<file path="src/rtl/multi_channel_frequency_divider_pkg.sv">
// rtl/multi_channel_frequency_divider_pkg.sv - shared mode encoding and divisor helpers
package multi_channel_frequency_divider_pkg;

    typedef enum logic {
        MODE_SQUARE = 1'b0,
        MODE_PULSE  = 1'b1
    } div_mode_e;

    localparam int MIN_DIV = 2;

    // Divisors below MIN_DIV are kept as written but count as MIN_DIV.
    function automatic logic [63:0] eff_div(input logic [63:0] n);
        return (n < 64'(MIN_DIV)) ? 64'(MIN_DIV) : n;
    endfunction

endpackage

</file>
<file path="src/rtl/multi_channel_frequency_divider_channel.sv">
// rtl/multi_channel_frequency_divider_channel.sv - one divider channel with shadowed divisor
module multi_channel_frequency_divider_channel
    import multi_channel_frequency_divider_pkg::*;
#(
    parameter int CNT_W   = 32,
    parameter int DEF_DIV = 8
) (
    input  logic             clk,
    input  logic             reset_n,
    input  logic             en,
    input  logic             wr,
    input  logic [CNT_W-1:0] wr_val,
    input  logic             wr_mode,
    output logic             fout,
    output logic             tick,
    output logic             pending
);

    logic [CNT_W-1:0] cnt;
    logic [CNT_W-1:0] n_act;
    logic [CNT_W-1:0] n_sh;
    div_mode_e        mode_act;
    div_mode_e        mode_sh;

    logic [CNT_W-1:0] neff;
    logic [CNT_W-1:0] half;
    logic             at_end;
    logic             apply;

    always_comb begin
        neff   = CNT_W'(eff_div(64'(n_act)));
        half   = neff >> 1;
        at_end = (cnt == neff - CNT_W'(1));
        // Shadow moves to active only on a period boundary or while stopped.
        apply  = pending && (!en || at_end);
    end

    always_ff @(posedge clk) begin
        if (!reset_n) begin
            cnt      <= '0;
            n_act    <= CNT_W'(DEF_DIV);
            mode_act <= MODE_SQUARE;
            n_sh     <= '0;
            mode_sh  <= MODE_SQUARE;
            pending  <= 1'b0;
            fout     <= 1'b0;
            tick     <= 1'b0;
        end else begin
            if (!en || at_end) begin
                cnt <= '0;
            end else begin
                cnt <= cnt + CNT_W'(1);
            end

            if (mode_act == MODE_PULSE) begin
                fout <= en && at_end;
            end else begin
                fout <= en && (cnt >= half);
            end
            tick <= en && at_end;

            if (apply) begin
                n_act    <= n_sh;
                mode_act <= mode_sh;
            end

            // A write on the apply edge lands in the shadow and keeps pending set.
            if (wr) begin
                n_sh    <= wr_val;
                mode_sh <= div_mode_e'(wr_mode);
                pending <= 1'b1;
            end else if (apply) begin
                pending <= 1'b0;
            end
        end
    end

endmodule

</file>
<file path="src/rtl/multi_channel_frequency_divider.sv">
// rtl/multi_channel_frequency_divider.sv - NCH independent programmable clock dividers
module multi_channel_frequency_divider
    import multi_channel_frequency_divider_pkg::*;
#(
    parameter int NCH     = 4,
    parameter int CNT_W   = 32,
    parameter int CH_W    = 2,
    parameter int DEF_DIV = 8
) (
    input  logic             clk,
    input  logic             reset_n,
    input  logic [NCH-1:0]   en,
    input  logic             div_we,
    input  logic [CH_W-1:0]  div_ch,
    input  logic [CNT_W-1:0] div_val,
    input  logic             div_mode,
    output logic [NCH-1:0]   fout,
    output logic [NCH-1:0]   tick,
    output logic [NCH-1:0]   pending
);

    logic [NCH-1:0] wr_sel;

    // Out-of-range channel indices match no entry, so such writes are dropped.
    for (genvar i = 0; i < NCH; i++) begin : g_ch
        assign wr_sel[i] = div_we && (div_ch == CH_W'(i));

        multi_channel_frequency_divider_channel #(
            .CNT_W   (CNT_W),
            .DEF_DIV (DEF_DIV)
        ) u_ch (
            .clk     (clk),
            .reset_n (reset_n),
            .en      (en[i]),
            .wr      (wr_sel[i]),
            .wr_val  (div_val),
            .wr_mode (div_mode),
            .fout    (fout[i]),
            .tick    (tick[i]),
            .pending (pending[i])
        );
    end

endmodule
</file>
<file path="config.mk">
export PLATFORM = sky130hd
export DESIGN_NAME = multi_channel_frequency_divider
export DESIGN_NICKNAME = d
export VERILOG_FILES = /design/src/rtl/multi_channel_frequency_divider_pkg.sv /design/src/rtl/multi_channel_frequency_divider_channel.sv /design/src/rtl/multi_channel_frequency_divider.sv
export SDC_FILE = /design/constraint.sdc
export NUM_CORES = 1
export LEC_CHECK = 0
export ABC_AREA = 1
export CORE_ASPECT_RATIO = 0.7
export CORE_MARGIN = 4
export CORE_UTILIZATION = 55
export CTS_CLUSTER_DIAMETER = 100
export DETAILED_ROUTE_END_ITERATION = 8
export PLACE_DENSITY = 0.72
export SYNTH_ARGS = -nofsm -noshare
export SYNTH_HDL_FRONTEND = slang
export SYNTH_SLANG_ARGS = --single-unit
export TNS_END_PERCENT = 10
</file>
<file path="constraint.sdc">
create_clock -name clk -period 4.2 [get_ports clk]
set_clock_uncertainty 0.15 [all_clocks]
set_input_delay 1.05 -clock clk [delete_from_list [all_inputs] [get_ports clk]]
set_output_delay 1.05 -clock clk [all_outputs]
set_load 0.05 [all_outputs]
</file>
==> metrics <==
Hold Path Sink=g_ch[1].u_ch.n_sh[29]; Cells after Synth=3834; post-synthesis simple-gate area fraction=0.3134; Routed WL=73.01 mm; Tmin final=3958 ps; via count=24382; Max-cap violations=0; final period utilization=0.9423; Leak Pwr=12.52 nW; IO buf count=53; post-cts hold buffer count=0; Initial DRC Count=2579; clock root buffer=clkbuf_16; maximum vdd drop=0.2861 mV; Detail Route Antenna Nets=0; worst r2r dst=g_ch[3].u_ch.n_act[20]; Final Hold Fails=0; Startpoint Class=flop; RD Place Congestion=0.9912; DRC viols=0; synth unique cells=53; clock-pin slew on the worst setup and hold paths=70 ps; initial antenna violation count=4; Synth async-reset ratio=0; layout cells sized above 1=0.05660; Hold Path Class=reg2reg; CTS tree=done; Seq/Total Area, Yosys=0.3162; Reg2Reg Depth=22; count leader, synth=nand2_1; Longest Clk Path Bufs=3; Critical Path RT=4500 ps; CP Buf/Inv Count=2; synth cell count leaders=nand2_1 (656), nor2_1 (568), inv_1 (503), dfxtp_1 (404), a21oi_1 (352); largest net degree at the start of global routing=68; FF-to-FF setup slack=240 ps; DR pass1 iterations=6; worst setup slack after layout=242.2 ps; drt wl/cell=16.25 µm; top cell type's share of synthesized area=0.3162; slowest stage delay, CP=410 ps; Sinks on Clock Net=404; core area=45540 µm²; DIE AREA=50070 µm²; Fin Hold WS=302.2 ps; r2r startpoint=g_ch[3].u_ch.n_act[12]; CTS Buf Count=39; Synth Area in Compound Gates=0.1189; Worst Setup Path Type=reg2reg; post-DR vias/cell=5.428; crit-path cells=nor2_1 -> nand2_1 -> nor2_1 -> nand2_1 -> nor2_1 -> nor2_1 -> ha_1 -> nand2_1 -> nor2_1 -> nand4_1 -> buf_4 -> xor2_1 -> nand3_1 -> nor2_1 -> nand2_1 -> nor2_1 -> nand3_2 -> nand2_2 -> buf_4 -> nand3_1 -> nand2_1 -> nor2_1; nets=4031; # rows=65; max-slew violation total from the final report=0; Area contributors post-synth=dfxtp_1 (32%), nand2_1 (9.6%), nor2_1 (8.3%); largest area contributor in the netlist=dfxtp_1; die extent in x=265.7 µm; crit path capture type=flop; syn avg cell area=6.671 µm²; Main synth FF type=dfxtp_1; synthesized area=25580 µm²; overall power=9.124 mW; global route overflow=0; delay-heaviest family, CP=simple AND/OR/NAND/NOR gates; largest family of logic cells by synthesized area=simple AND/OR/NAND/NOR gates; Mapped Nets=4008; GRT Util Overall=0.2827; H-tree level count=2; crit path DAT=4260 ps; Starting Density=0.5616; first-pass GRT wire length=116.8 mm; # IOs=54; power density cells=323.1 nW/µm²; Synth Register Bits=404; yosys warns=0; P&R area growth vs syn=10.43%; Slowest-stage cell, CP=dfxtp_1; adder-cell share of the synthesized area=0.06458; vias in the first global route=21928; status=finished, final reports clean; Post-synth EDFFs=0; crit path max fanout=12; hpwl dp=55.37 mm; pre-CTS setup slack=244.3 ps; cell mode on critical path=nor2_1; DIE HEIGHT=188.4 µm; post-synthesis mux area share=0; Worst-Skew Late Latency=560 ps; final setup violation count=0; post-synthesis xor/xnor area fraction=0.08136; Worst Hold Launch=g_ch[1].u_ch.n_sh[29]; Hold Path Depth=2; slew margin rel.=0.5278; fmax=252.7 MHz; Worst Tran Pin Value=701.9 ps
power breakdown:
group	internal [mW]	leakage [nW]	total, mW	switching (mW)
registers	3.94	3.28	4.01	0.0678
clock network	2.22	0.670	3.79	1.57
logic	0.449	8.57	1.33	0.878
per-layer routing:
metal | routed length [µm] | vias to the layer above | share of wire | global-route usage
met5 | 0 | - | 0 | 0
met4 | 1279 | 0 | 0.018 | 0.05474
met3 | 6837 | 83 | 0.094 | 0.04817
met2 | 27680 | 816 | 0.38 | 0.3830
met1 | 37210 | 11005 | 0.51 | 0.4613
li1 | - | 12478 | - | -
worst max path at each step:
| stage | startpoint | end | slack (ps) | cells after the start |
|---|---|---|---|---|
| floorplan | g_ch[1].u_ch.n_act[8] | g_ch[1].u_ch.n_act[24] | 880 | 26 |
| global placement | g_ch[1].u_ch.n_act[8] | g_ch[1].u_ch.n_act[1] | 290 | 25 |
| detailed placement | g_ch[0].u_ch.n_act[24] | g_ch[0].u_ch.n_act[3] | 240 | 23 |
| CTS | g_ch[1].u_ch.n_act[8] | g_ch[1].u_ch.n_act[18] | 210 | 25 |
| global route | g_ch[0].u_ch.n_act[8] | g_ch[0].u_ch.n_act[16] | -40 | 23 |
| finish | g_ch[3].u_ch.n_act[12] | g_ch[3].u_ch.n_act[20] | 240 | 22 |
worst min-delay path: cells and delay by family, from the launching register on:
| kind | cells | cell delay, ps |
|---|---|---|
| buf+inv | 1 | 60 |
| flops | 1 | 300 |
| compound gates | 1 | 50 |
cells in the final DEF (no fill, tap or decap), drive strengths merged, types with 3 or more instances in the layout:
| cell type | n |
|---|---|
| o22ai | 4 |
| inv | 505 |
| o221ai | 4 |
| o211ai | 4 |
| clkbuf | 59 |
| buf | 81 |
| a31oi | 10 |
| or2 | 16 |
| bufinv | 5 |
| ha | 132 |
| or3 | 3 |
| o21bai | 5 |
| xnor2 | 86 |
| nand3b | 22 |
| a221oi | 3 |
| nor3b | 32 |
| nor2 | 590 |
| nand4 | 78 |
| nand2 | 661 |
| dfxtp | 404 |
| a21oi | 352 |
| o31ai | 3 |
| xor2 | 149 |
| o21ai | 172 |
| a211oi | 12 |
| nor4 | 24 |
| nor3 | 82 |
| clkdlybuf4s50 | 52 |
| nand3 | 305 |
| clkinv | 8 |
| and3 | 8 |
cell type report:
type	count	area [µm²]
Fill cell	4315	17300
Multi-Input combinational cell	2773	14880
Sequential cell	404	8093
Inverter	505	1896
Timing Repair Buffer	134	1261
Clock buffer	58	1160
Tap cell	603	754.5
Clock inverter	13	193.9
Antenna cell	2	5.005
per-stage QoR:
step	instances	setup TNS [ps]	utilization	cell area (µm²)
2_1_floorplan	3834	0	-	25580
3_3_place_gp	4416	0	0.5876	26760
3_5_place_dp	4416	0	0.5876	26760
4_1_cts	4487	0	0.6173	28110
5_1_grt	4490	-559.4	0.6200	28240
6_report	4492	0	0.6201	28240
state kept, by name, indices dropped and copies added (netlist names):
signal and cells:
g_ch.u_ch.cnt 128, g_ch.u_ch.fout 4, g_ch.u_ch.mode_act 4, g_ch.u_ch.mode_sh 4, g_ch.u_ch.n_act 128, g_ch.u_ch.n_sh 128
g_ch.u_ch.pending 4, g_ch.u_ch.tick 4
kinds of logic (layout without fill, tap and decap cells):
kind of cell	count (synthesis)	in the layout
simple gates	1826	1826
buf+inv	657	710
other cells	0	2
fa+ha+maj	132	132
xor+xnor	236	236
flops	404	404
compound gates	579	579
timing repair:
action | CTS | global route
setup buffers | 0 | 2
gates resized for setup | 0 | 23
endpoints found under the setup margin | 0 | 162
Note: power is estimated with default switching activity, not from simulation.
